### config.mk
export PLATFORM = sky130hd
export DESIGN_NAME = mem_bus_arbiter
export DESIGN_NICKNAME = d
export VERILOG_FILES = /design/src/rtl/mem_bus_arbiter.sv
export SDC_FILE = /design/constraint.sdc
export NUM_CORES = 1
export LEC_CHECK = 0
export ABC_AREA = 1
export BUFFER_PORTS_ARGS = -buffer_cell sky130_fd_sc_hd__buf_2
export CAP_MARGIN = 5
export CORE_AREA = 3 3 67 69
export CTS_BUF_LIST = sky130_fd_sc_hd__clkbuf_16
export DETAILED_ROUTE_END_ITERATION = 6
export DIE_AREA = 0 0 70 72
export PLACE_DENSITY = 0.75
export SLEW_MARGIN = 30
export SYNTH_ARGS = -nofsm -noshare
export SYNTH_HDL_FRONTEND = slang
export SYNTH_SLANG_ARGS = --single-unit
### constraint.sdc
create_clock -name clk -period 1.44 [get_ports clk]
set_clock_uncertainty 0.15 [all_clocks]
set_input_delay 0.144 -clock clk [delete_from_list [all_inputs] [get_ports clk]]
set_output_delay 0.144 -clock clk [all_outputs]
set_load 0.02 [all_outputs]
### src/rtl/mem_bus_arbiter.sv
// Two-master memory bus arbiter (I and M side), tenure-locked with round-robin on ties.
// Latency: grant 1 cycle after request; backpressure: the non-owner waits until the owner drops its request.
module mem_bus_arbiter #(
    parameter int addrbits = 32,
    parameter int databits = 32
) (
    input  logic                clk,
    input  logic                reset,
    input  logic                HRequestI,
    input  logic [addrbits-1:0] HAddrI,
    input  logic                HRequestM,
    input  logic                HWriteM,
    input  logic [addrbits-1:0] HAddrM,
    input  logic [databits-1:0] HWDataM,
    input  logic                BusReady,
    output logic                HRequest,
    output logic                HWrite,
    output logic [addrbits-1:0] HAddr,
    output logic [databits-1:0] HWData,
    output logic                BusReadyI,
    output logic                BusReadyM,
    output logic                GrantI,
    output logic                GrantM,
    output logic [3:0]          BeatCount
);

    typedef enum logic [1:0] {
        IDLE  = 2'd0,
        OWN_I = 2'd1,
        OWN_M = 2'd2
    } state_t;

    state_t state;
    state_t state_next;
    logic   last_m;
    logic   last_m_next;

    always_ff @(posedge clk) begin
        if (reset) begin
            state     <= IDLE;
            last_m    <= 1'b0;
            BeatCount <= 4'd0;
        end else begin
            state  <= state_next;
            last_m <= last_m_next;
            // A beat landing in the release cycle is dropped by the clear on grant change.
            if (state_next != state)
                BeatCount <= 4'd0;
            else if (state != IDLE && BusReady && BeatCount != 4'd15)
                BeatCount <= BeatCount + 4'd1;
        end
    end

    always_comb begin
        state_next  = state;
        last_m_next = last_m;
        case (state)
            IDLE: begin
                if (HRequestM && HRequestI)
                    state_next = last_m ? OWN_I : OWN_M;
                else if (HRequestM)
                    state_next = OWN_M;
                else if (HRequestI)
                    state_next = OWN_I;
            end
            OWN_M: begin
                if (!HRequestM) begin
                    state_next  = HRequestI ? OWN_I : IDLE;
                    last_m_next = 1'b1;
                end
            end
            OWN_I: begin
                if (!HRequestI) begin
                    state_next  = HRequestM ? OWN_M : IDLE;
                    last_m_next = 1'b0;
                end
            end
            default: state_next = IDLE;
        endcase
    end

    always_comb begin
        HRequest = 1'b0;
        HWrite   = 1'b0;
        HAddr    = '0;
        HWData   = '0;
        GrantI   = (state == OWN_I);
        GrantM   = (state == OWN_M);
        if (GrantM) begin
            HRequest = HRequestM;
            HWrite   = HWriteM;
            HAddr    = HAddrM;
            HWData   = HWDataM;
        end else if (GrantI) begin
            HRequest = HRequestI;
            HAddr    = HAddrI;
        end
        BusReadyI = BusReady & GrantI;
        BusReadyM = BusReady & GrantM;
    end

endmodule

# After elaboration in Yosys (flattened, before gate mapping)

Cells that the tools add are included.
Widths: inputs -> output; s select.

Output and inout bits: 74
Register bits after elaboration: 7
Input bits: 102
Word-level logic and storage cells: 38

Muxes and demuxes: 18
Bitwise operators: 2
Eq/ne operators: 6
Reductions and logical operators: 8
Add/subtract/negate cells: 1

Operator list:

| operator            | number |
|---|---|
| $mux 32             | 3 |
| $mux 2              | 7 |
| $mux 1              | 6 |
| $pmux 2 s3          | 1 |
| $add 4x1->4 const B | 1 |
| $ne 2x2->1 const B  | 2 |
| $ne 4x4->1 const B  | 1 |
| $reduce_bool 2->1   | 2 |
| $logic_and 1x1->1   | 3 |
| $reduce_and 3->1    | 1 |
| $and 1x1->1         | 2 |
| $eq 2x1->1 const B  | 1 |
| $eq 2x2->1 const B  | 1 |
| $logic_not 2->1     | 1 |
| $ne 2x2->1          | 1 |
| $pmux 1 s2          | 1 |
| $reduce_or 2->1     | 1 |

# Logic depth before layout (Yosys ltp)

Gate-level depths: netlist of the first run.

Depth in word-level cells: 6
Depth in mapped cells: 8
Depth with buffers taken out: 8

# Least setup slack after synthesis of the first run

OpenSTA, ideal clock, no wires.

Kind: register -> output
Start point: reg state[1]
End point: out HAddr[22]
Required time: 1.146 ns
Slack: 0.006 ns
Cell stages (with the launch flop): 6
Data arrival time: 1.140 ns
Path buffers: 1
Path through: dfxtp_1 inv_2 nand2_1 inv_2 buf_2 a22o_1

Word-level cells in the longest chain between the ends: 3
Elaborated cells on any way between the ends: 4
Those cells by class: eq/ne: 2; mux: 2

Ends and longest elaborated chain:

| what                   | line | text |
|---|---|---|
| from (decl)            | 33   | `state_t state;` |
| from (signal assigned) | 44   | `state <= state_next;` |
| $eq 2x1->1             | 87   | `GrantI = (state == OWN_I);` |
| via GrantI             | 22   | `output logic GrantI,` |
| $mux 32                | 94   | `end else if (GrantI) begin` |
| $mux 32                | 89   | `if (GrantM) begin` |
| to (decl)              | 18   | `output logic [addrbits-1:0] HAddr,` |

The timed path passes the listed nets, and every way through them passes these cells.

# Worst setup path after layout of the first run

Start point: reg state[1]
End point: out HWrite

Word-level cells in the longest chain between the ends: 2

Ends and longest elaborated chain:

| what       | line | text |
|---|---|---|
| $eq 2x2->1 | 88   | `GrantM = (state == OWN_M);` |
| $mux 1     | 89   |  |
| to (decl)  | 17   | `output logic HWrite,` |

No other way between the ends.

==> flow_summary_export.csv, run 1 <==
group,metric,value,unit
setup_path,rr_worst_depth,10,
die,die_h,72,microns
clock_network,h-tree-depth,1,
setup_path,cp.arrival,1.31,ns
clock_network,cts_sinks,7,
yosys,ys_seq_area_share,14.2,%
yosys,netlist_instances,169,
route,routed_wl,6780,microns
global_routing,grtUsageMet2,39.8,%
die,num_rows,23,
die,fp.dieArea,5040,sq um
timing,hold_viol,0,
clock_network,cts_tree,"done",
yosys,synth_cell_types,19,
placed_design,dp_hpwl,3790,microns
pwr,p_total,1.98,mW
die,num_io_pins,176,
die,die_w,70,microns
min_path,hp-class,"in2reg",
timing,rsz0062_at_grt,"yes",
timing,fmax,625,MHz
global_routing,top_usage_layer,"met2",
yosys,avgSynthCellArea,5.83,sq um
yosys,syn-num-nets,272,
route,viasPerCell,4.79,
clock_network,cts_buffer_depth,2,
setup_path,crit_type,"reg2out",
global_routing,grt_use_met3,4.02,%
placed_design,dp.cells,393,
timing,finalSetupViolations,73,
flow_run,maxCapViolCount,0,
timing,setup_tns,-8.43,ns
clock_network,clock_latency,0.24,ns
route,ant_nets,0,
clock_network,clkTransAtPathRegs,0.04,ns
finish,nFillCells,278,
clock_network,cts_made_buffers,3,
yosys,synth_warnings,0,
yosys,ys_ff_latch,7,
setup_path,crit_fanout,8,
global_routing,grt_pass1_wl,8470,microns
finish,fin_nets,468,
finish,antennaDiodeCount,0,
setup_path,start_kind,"flop",
pwr,max-vdd-ir-drop,0.604,mV
pwr,power_density,651,nW/um^2
route,dr_total_vias,1983,
finish,fin_area,3040,sq um
timing,period_share,111,%
timing,fin_ws,-0.160,ns
timing,slew_headroom,86.6,%
yosys,synth_top_cell_area_share,28.4,%
route,first_pass_iters,4,
finish,final_layout_size_suffix_gt1_share,68.4,%
placed_design,postPlaceCellArea,1950,sq um
setup_path,cp.required,1.15,ns
placed_design,gp_congestion,0.851,
setup_path,setup.worst_path.end_class,"primary output",
global_routing,grt.total_usage,20.7,%
timing,period_minus_slack,1.60,ns
timing,drv_slew,0,
global_routing,antenna_found_initial,0,
finish,area_growth,208,%
die,start_util,24.8,%
outcome,violations,"negative setup slack",
finish,final_cells,414,
placed_design,io_buffers,175,
route,drt_iter0_drc,50,
setup_path,r2r-end,"BeatCount[0]",
yosys,ys_top_cells_by_area,"a22o_1 28%, nor2_1 16%, inv_1 15%",
finish,multiInputGateArea,908,sq um
setup_path,timing.critical_path.from,"state[1]",
global_routing,gr-total-overflow,0,
global_routing,grt.met1_usage,21.9,%
die,core_area,3970,sq um
setup_path,crit_end,"HWrite",
pwr,p_leak,1.65,nW
finish,register_area,145,sq um
yosys,yosysTopAreaCell,"a22o_1",
outcome,status,"finished, violations left",
setup_path,worstReg2RegStart,"state[1]",
global_routing,grt_max_degree,18,
timing,worst_pin_slew,0.201,ns
clock_network,cts_root_buf,"clkbuf_16",
timing,hold_ws,0.0817,ns
setup_path,r2r_slack,-0.06,ns
global_routing,grt_pass1_vias,1823,
route,drc,0,
yosys,syn_area,986,sq um
route,avgRoutedWirePerCell,16.4,microns
## logic make-up (layout without fill, tap and decap cells)
kind of cell,after synthesis,count (layout),synth area share (%)
simple gates,66,66,28.2
buf+inv,52,247,20.8
compound gates,40,40,32.9
flops,7,7,14.2
xor+xnor,3,3,2.67
fa+ha+maj,1,1,1.27
## cells in the final DEF, fill, tap and decap left out, drive strengths merged
cell / count
buf: 194
clkbuf: 6
xor2: 1
a21oi: 4
a22o: 32
nand3: 6
ha: 1
inv: 46
nand2: 18
nor2: 42
dfxtp: 7
xnor2: 2
o21ai: 4
dlygate4sd3: 1
## what timing repair did
item	4_1_cts	5_1_grt
hold buffers	1	0
setup buffers	8	1
hold endpoints to repair	3	0
pin swaps	16	12
gates resized for setup	141	92
cloned	5	3
endpoints found under the setup margin	73	74
## cells in the mapped netlist
cell / count
xor2_1: 1
nand2_2: 4
inv_2: 4
nand3_1: 5
nor2_1: 42
ha_1: 1
nand3_2: 1
nand2_4: 1
clkbuf_1: 3
o21ai_0: 4
buf_2: 5
a21oi_1: 3
dfxtp_1: 7
a22o_1: 32
xnor2_1: 2
buf_4: 1
nand2_1: 13
a21oi_2: 1
inv_1: 39
## flip-flops by register name, indices dropped and copies added (netlist names)
register / flops
last_m: 1
BeatCount: 4
state: 2
## final cells by class
type                            instances  share of cell area [%]
Inverter                               43                    6.05
Tap cell                               50                    2.06
Multi-Input combinational cell        110                    29.9
Sequential cell                         7                    4.77
Clock buffer                            3                    2.47
Timing Repair Buffer                  198                    53.9
Timing Repair inverter                  2                   0.741
Clock inverter                          1                   0.123
## report_power, final
group / leakage [nW] / switching (mW) / internal (mW) / total (mW)
combinational: 1.55 / 0.650 / 0.641 / 1.29
sequential: 0.0579 / 0.00756 / 0.203 / 0.211
clock: 0.0423 / 0.115 / 0.362 / 0.477
## worst min path at each step
stage / from / to / slack, ns / cells after the start
2_1_floorplan: reset / last_m / 0.06 / 1
3_3_place_gp: reset / last_m / 0.21 / 2
3_5_place_dp: reset / last_m / 0.21 / 2
4_1_cts: HRequestI / state[0] / 0.08 / 3
5_1_grt: HRequestI / state[0] / 0.11 / 3
6_report: HRequestI / state[0] / 0.08 / 3
## layer usage
layer	up-vias	wire (microns)
met2	131	3590
met3	17	647
li1	936	-
met4	0	186
met1	899	2360
met5	-	0
## critical path, cell delays in order, from the launching register on
cell and delay, ns:
dfxtp_2 0.33, buf_6 0.12, nand2_8 0.06, buf_8 0.14
clkbuf_16 0.17, nor2_1 0.09, buf_4 0.15
## per-stage QoR
stage,setup slack [ns],util [%]
after floorplan,0.00566,-
after global placement,-0.128,49.2
after detailed placement,-0.159,49.2
after CTS,-0.127,65.7
after global routing,-0.202,76.6
final,-0.160,76.6
Note: power is estimated with default switching activity, not from simulation.
==> run 2, diff against run 1 <==
Settings changed: TNS_END_PERCENT from default to 5.
==> run 2 against run 1 <==
  * Largest power group unchanged
  * First-iteration DRC count is 20% higher
  * Die area stayed put
  * Critical endpoint is now HAddr[28]
  * The run still ends with negative setup slack left
  * Clock power hardly changed
  * Flip-flop and latch count stayed put
  * Non-clock buffer count is 3 lower
  * Global-route usage is 0.81 points lower
  * Register-to-register slack better by 0.05 ns
  * Count of clock-buffer cells in the layout stayed put
  * Total power is 9.2% lower
  * Critical path depth stayed put
  * Final area is 12% lower
  * Sequential power hardly changed
  * Highest routed layer unchanged
  * Largest cell class unchanged
==> flow_summary_export.csv, run 2 (same netlist as run 1, synthesis figures left out) <==
group,metric,value,unit
finish,final_layout_size_suffix_gt1_share,66.5,%
setup_path,crit_fanout,7,
global_routing,grt_max_degree,18,
flow_run,maxCapViolCount,0,
route,routed-wl-met3,568,microns
die,fp.dieArea,5040,sq um
global_routing,grt_pass1_vias,1787,
finish,final_common_cell,"buf_2",
clock_network,cts_buffer_depth,2,
route,wl_met2,3070,microns
timing,worst_pin_slew,0.209,ns
route,viasPerCell,4.64,
clock_network,clkTransAtPathRegs,0.03,ns
min_path,min_path_cells,3,
setup_path,rr_worst_depth,10,
timing,hold_ws,0.0816,ns
finish,largest_register_ffs,4,
finish,final_cells,411,
finish,fin_nets,465,
global_routing,antenna_found_initial,0,
route,drc,0,
global_routing,grt_pass1_wl,8170,microns
setup_path,setup.worst_path.end_class,"primary output",
route,top_layer,"met4",
clock_network,h-tree-depth,1,
finish,area_growth,172,%
route,drt_iter0_drc,60,
timing,slew_headroom,86.1,%
min_path,holdCritStartpoint,"HRequestI",
die,start_util,24.8,%
setup_path,worstReg2RegStart,"state[1]",
finish,mostFrequentLayoutCells,"115 x buf_2, 40 x inv_1, 37 x buf_6",
placed_design,io_buffers,175,
clock_network,clock_latency,0.23,ns
setup_path,cp.arrival,1.30,ns
outcome,violations,"negative setup slack",
min_path,hp-class,"in2reg",
placed_design,gp_congestion,0.851,
placed_design,dp.cells,393,
clock_network,cts_root_buf,"clkbuf_16",
route,dr_total_vias,1905,
finish,largest_register,"BeatCount",
route,first_pass_iters,4,
pwr,max-vdd-ir-drop,0.549,mV
pwr,power_density,670,nW/um^2
pwr,p_leak,1.57,nW
finish,fin_util,67.5,%
setup_path,r2r_slack,-0.01,ns
clock_network,cts_made_buffers,3,
setup_path,r2r-end,"BeatCount[3]",
timing,fmax,628,MHz
pwr,p_total,1.80,mW
placed_design,place_ws,-0.159,ns
route,drt-met1-wl,2010,microns
route,ant_nets,0,
outcome,status,"finished, violations left",
die,die_w,70,microns
route,routed_wl,5750,microns
global_routing,grt.total_usage,19.9,%
min_path,hold_end,"state[0]",
timing,period_share,111,%
die,die_h,72,microns
finish,multiInputGateArea,764,sq um
setup_path,start_kind,"flop",
timing,hold_viol,0,
clock_network,cts_sinks,7,
setup_path,crit_type,"reg2out",
timing,drv_slew,0,
setup_path,cp.required,1.15,ns
timing,finalSetupViolations,73,
route,avgRoutedWirePerCell,14.0,microns
finish,antennaDiodeCount,0,
die,num_io_pins,176,
finish,register_area,145,sq um
global_routing,gr-total-overflow,0,
timing,rsz0062_at_grt,"yes",
die,core_area,3970,sq um
placed_design,dp_hpwl,3790,microns
finish,top_regs,"BeatCount x4, state x2, last_m x1",
finish,nFillCells,329,
die,num_rows,23,
clock_network,cts_tree,"done",
timing,fin_ws,-0.153,ns
timing,period_minus_slack,1.59,ns
-- run 2: cell types whose count changed in the layout (fill, tap and decap cells not counted), sizes merged --
cell	delta
buf	-1
clkbuf	-2
-- run 2: what timing repair did --
item	CTS	global route
endpoints found under the setup margin	73	74
pin swaps	15	9
gates cloned	5	1
hold buffers	1	0
resized for setup	117	39
hold endpoints to repair	3	0
buffers inserted	8	0
-- run 2: per-stage QoR --
step	area (sq um)	setup TNS (ns)
2_1_floorplan	986	0
3_3_place_gp	1950	-3.23
3_5_place_dp	1950	-4.04
4_1_cts	2530	-7.74
5_1_grt	2680	-11.00
6_report	2680	-7.24
-- run 2: per-layer routing --
metal  track usage (%)  up-vias
met1              21.3      846
met2              38.0      123
met4              8.09        0
met5                 0        -
met3              4.16        8
li1                  -      928
-- run 2: worst max-delay path: stages (launching register included) --
cell,delay [ns]
dfxtp_2,0.31
buf_6,0.12
nand2_4,0.08
inv_6,0.06
buf_12,0.13
a22o_1,0.21
buf_2,0.16
-- run 2: cell type report --
cell class,count,share of cell area (%)
Inverter,43,6.67
Timing Repair inverter,2,0.746
Clock buffer,3,2.80
Tap cell,50,2.33
Timing Repair Buffer,195,53.4
Multi-Input combinational cell,110,28.5
Sequential cell,7,5.41
Clock inverter,1,0.140
-- run 2: worst max path at each step --
stage / slack [ns] / start / cells after the start / endpoint
final: -0.15 / state[1] / 6 / HAddr[28]
after global routing: -0.19 / state[1] / 6 / HAddr[28]
after CTS: -0.13 / state[1] / 6 / HAddr[18]
after detailed placement: -0.16 / state[0] / 5 / HRequest
after global placement: -0.13 / state[0] / 4 / HAddr[1]
after floorplan: 0.006 / state[1] / 5 / HAddr[22]
-- run 2: power by group --
| part | internal [mW] | switching [mW] |
|---|---|---|
| Clock | 0.362 | 0.113 |
| Combinational | 0.546 | 0.566 |
| Sequential | 0.203 | 0.00693 |
==> run 3, diff against run 2 <==
==> constraint.sdc (replaced) <==
create_clock -name clk -period 1.44 [get_ports clk]
set_clock_uncertainty 0.15 [all_clocks]
set_input_delay 0.288 -clock clk [delete_from_list [all_inputs] [get_ports clk]]
set_output_delay 0.288 -clock clk [all_outputs]
set_load 0.02 [all_outputs]
==> run 3 against run 2 <==
  * The flow still finishes with violations (negative setup slack)
  * First-iteration DRC count is 27% lower
  * Flip-flop and latch count stayed put
  * Sequential share of layout area rose by 0.27 points
  * Maximum frequency fell by 8.6%
  * Combinational power shrank 5%
  * Via count down 5.1%
  * Wire length down 8.7%
  * Largest cell class unchanged
  * Largest power group unchanged
  * Highest routed layer unchanged
==> flow_summary_export.csv, run 3 (same netlist as run 1, synthesis figures left out) <==
group,metric,value,unit
outcome,status,"finished, violations left",
outcome,violations,"negative setup slack",
placed_design,postPlaceCellArea,2190,sq um
die,num_rows,23,
finish,fin_area,2600,sq um
placed_design,gp_congestion,0.804,
clock_network,cts_root_buf,"clkbuf_16",
setup_path,r2r-end,"BeatCount[3]",
timing,drv_slew,0,
clock_network,clkTransAtPathRegs,0.04,ns
setup_path,crit_type,"reg2out",
pwr,p_int,1.08,mW
finish,fin_nets,462,
setup_path,timing.critical_path.from,"state[0]",
finish,final_cells,408,
pwr,p_sw,648,uW
die,start_util,24.8,%
route,ant_nets,0,
clock_network,cts_made_buffers,3,
timing,hold_viol,0,
clock_network,cts_buffer_depth,2,
timing,period_share,121,%
timing,setup_tns,-15.18,ns
route,drc,0,
setup_path,start_kind,"flop",
clock_network,h-tree-depth,1,
setup_path,worstPathCellList,"inv_4 -> nand2_4 -> inv_6 -> clkbuf_16 -> a22o_4 -> buf_6",
die,core_area,3970,sq um
finish,mostFrequentLayoutCells,"142 x buf_2, 40 x inv_1, 39 x nor2_1",
die,die_h,72,microns
setup_path,crit_end,"HAddr[27]",
finish,final_common_cell,"buf_2",
finish,area_growth,164,%
finish,largest_register_ffs,4,
setup_path,rr_worst_depth,8,
die,num_io_pins,176,
global_routing,antenna_found_initial,0,
timing,finalSetupViolations,71,
timing,fmax,573,MHz
clock_network,clock_latency,0.23,ns
route,routed_wl,5250,microns
setup_path,critical-path-top-delay-family,"buffers and inverters",
setup_path,crit_fanout,7,
pwr,pwr-share-comb,60.6,%
setup_path,path_buf_inv,4,
setup_path,cpPeakStageDelay,0.37,ns
pwr,sw_frac_of_total,37.5,%
flow_run,maxCapViolCount,0,
global_routing,grt_max_degree,34,
setup_path,crit_slowest_cell,"dfxtp_4",
finish,final_layout_size_suffix_gt1_share,65.9,%
placed_design,place_ws,-0.0891,ns
timing,fin_ws,-0.304,ns
setup_path,cp.required,1.00,ns
min_path,hp-class,"in2reg",
timing,slew_headroom,86.2,%
pwr,max-vdd-ir-drop,0.584,mV
setup_path,setup.worst_path.end_class,"primary output",
placed_design,dp.cells,399,
timing,period_minus_slack,1.74,ns
pwr,p_leak,1.64,nW
timing,worst_pin_slew,0.205,ns
route,drt_iter0_drc,44,
pwr,power_density,666,nW/um^2
setup_path,worstReg2RegStart,"state[0]",
placed_design,dp_hpwl,3950,microns
timing,rsz0062_at_grt,"yes",
setup_path,r2r_slack,-0.01,ns
finish,largest_register,"BeatCount",
die,fp.dieArea,5040,sq um
global_routing,grt.total_usage,17.2,%
route,dr_total_vias,1807,
route,avgRoutedWirePerCell,12.9,microns
pwr,p_clk_share,27.0,%
die,die_w,70,microns
clock_network,cts_sinks,7,
global_routing,gr-total-overflow,0,
setup_path,cp.arrival,1.31,ns
pwr,p_total,1.73,mW
setup_path,critical_path_depth,6,
pwr,seqPwrFrac,12.4,%
finish,antennaDiodeCount,0,
route,first_pass_iters,4,
global_routing,grt_pass1_wl,7130,microns
clock_network,cts_tree,"done",
global_routing,grt_pass1_vias,1638,
finish,top_regs,"BeatCount x4, state x2, last_m x1",
finish,nFillCells,340,
route,viasPerCell,4.43,
placed_design,io_buffers,175,
run 3: changes by cell type in the layout (fill, tap and decap cells not counted), sizes merged:
| cell | before | now |
|---|---|---|
| buf | 193 | 192 |
| clkbuf | 4 | 5 |
| dlygate4sd3 | 1 | 0 |
| inv | 46 | 44 |
run 3: worst min-delay path by stage:
| stage | from | end | slack, ns | depth (start not counted) |
|---|---|---|---|---|
| after floorplan | reset | state[1] | 0.20 | 1 |
| after global placement | last_m | last_m | 0.30 | 2 |
| after detailed placement | last_m | last_m | 0.31 | 2 |
| after CTS | reset | state[1] | 0.11 | 2 |
| after global routing | reset | last_m | 0.13 | 2 |
| final | reset | last_m | 0.12 | 2 |
run 3: power by group through the flow:
stage                     sequential, mW  combinational [mW]  clock, mW
after CTS                          0.212               0.953      0.478
after global routing               0.215                1.12      0.492
after global placement             0.215               0.876          0
after detailed placement           0.216               0.882          0
final                              0.214                1.05      0.468
after floorplan                    0.218               0.514          0
run 3: through the flow:
step / hold WS, ns / util (%)
CTS: 0.110 / 60.2
finish: 0.124 / 65.4
global placement: 0.300 / 55.2
global route: 0.127 / 65.4
floorplan: 0.200 / -
detailed placement: 0.310 / 55.2
run 3: routing by layer:
layer | share of wire [%] | track usage (%)
met2 | 52 | 32.2
met5 | 0 | 0
met1 | 35 | 18.4
met3 | 12 | 4.85
met4 | 1.5 | 6.38
run 3: layout make-up:
type / count / area [sq um] / area share (%)
clock buffer: 3 / 75.1 / 2.89
inverter: 43 / 176 / 6.79
tap: 50 / 62.6 / 2.41
sequential: 7 / 148 / 5.68
clock inverter: 1 / 3.75 / 0.144
timing repair buffer: 194 / 1280 / 49.3
multi-input combinational: 110 / 852 / 32.8
run 3: worst register-to-register path: stages (launching register included):
cell and delay, ns:
dfxtp_4 0.37, inv_4 0.05, buf_4 0.12, buf_4 0.12, nand2_1 0.10, nand3_4 0.12, nor2_2 0.11, xnor2_1 0.12
nor2_1 0.07
run 3: repair_timing:
item	CTS	global route
gates resized for setup	40	41
pin swaps	3	12
buffers inserted	0	1
hold buffers	0	0
setup endpoints to repair	70	75
gates cloned	0	4
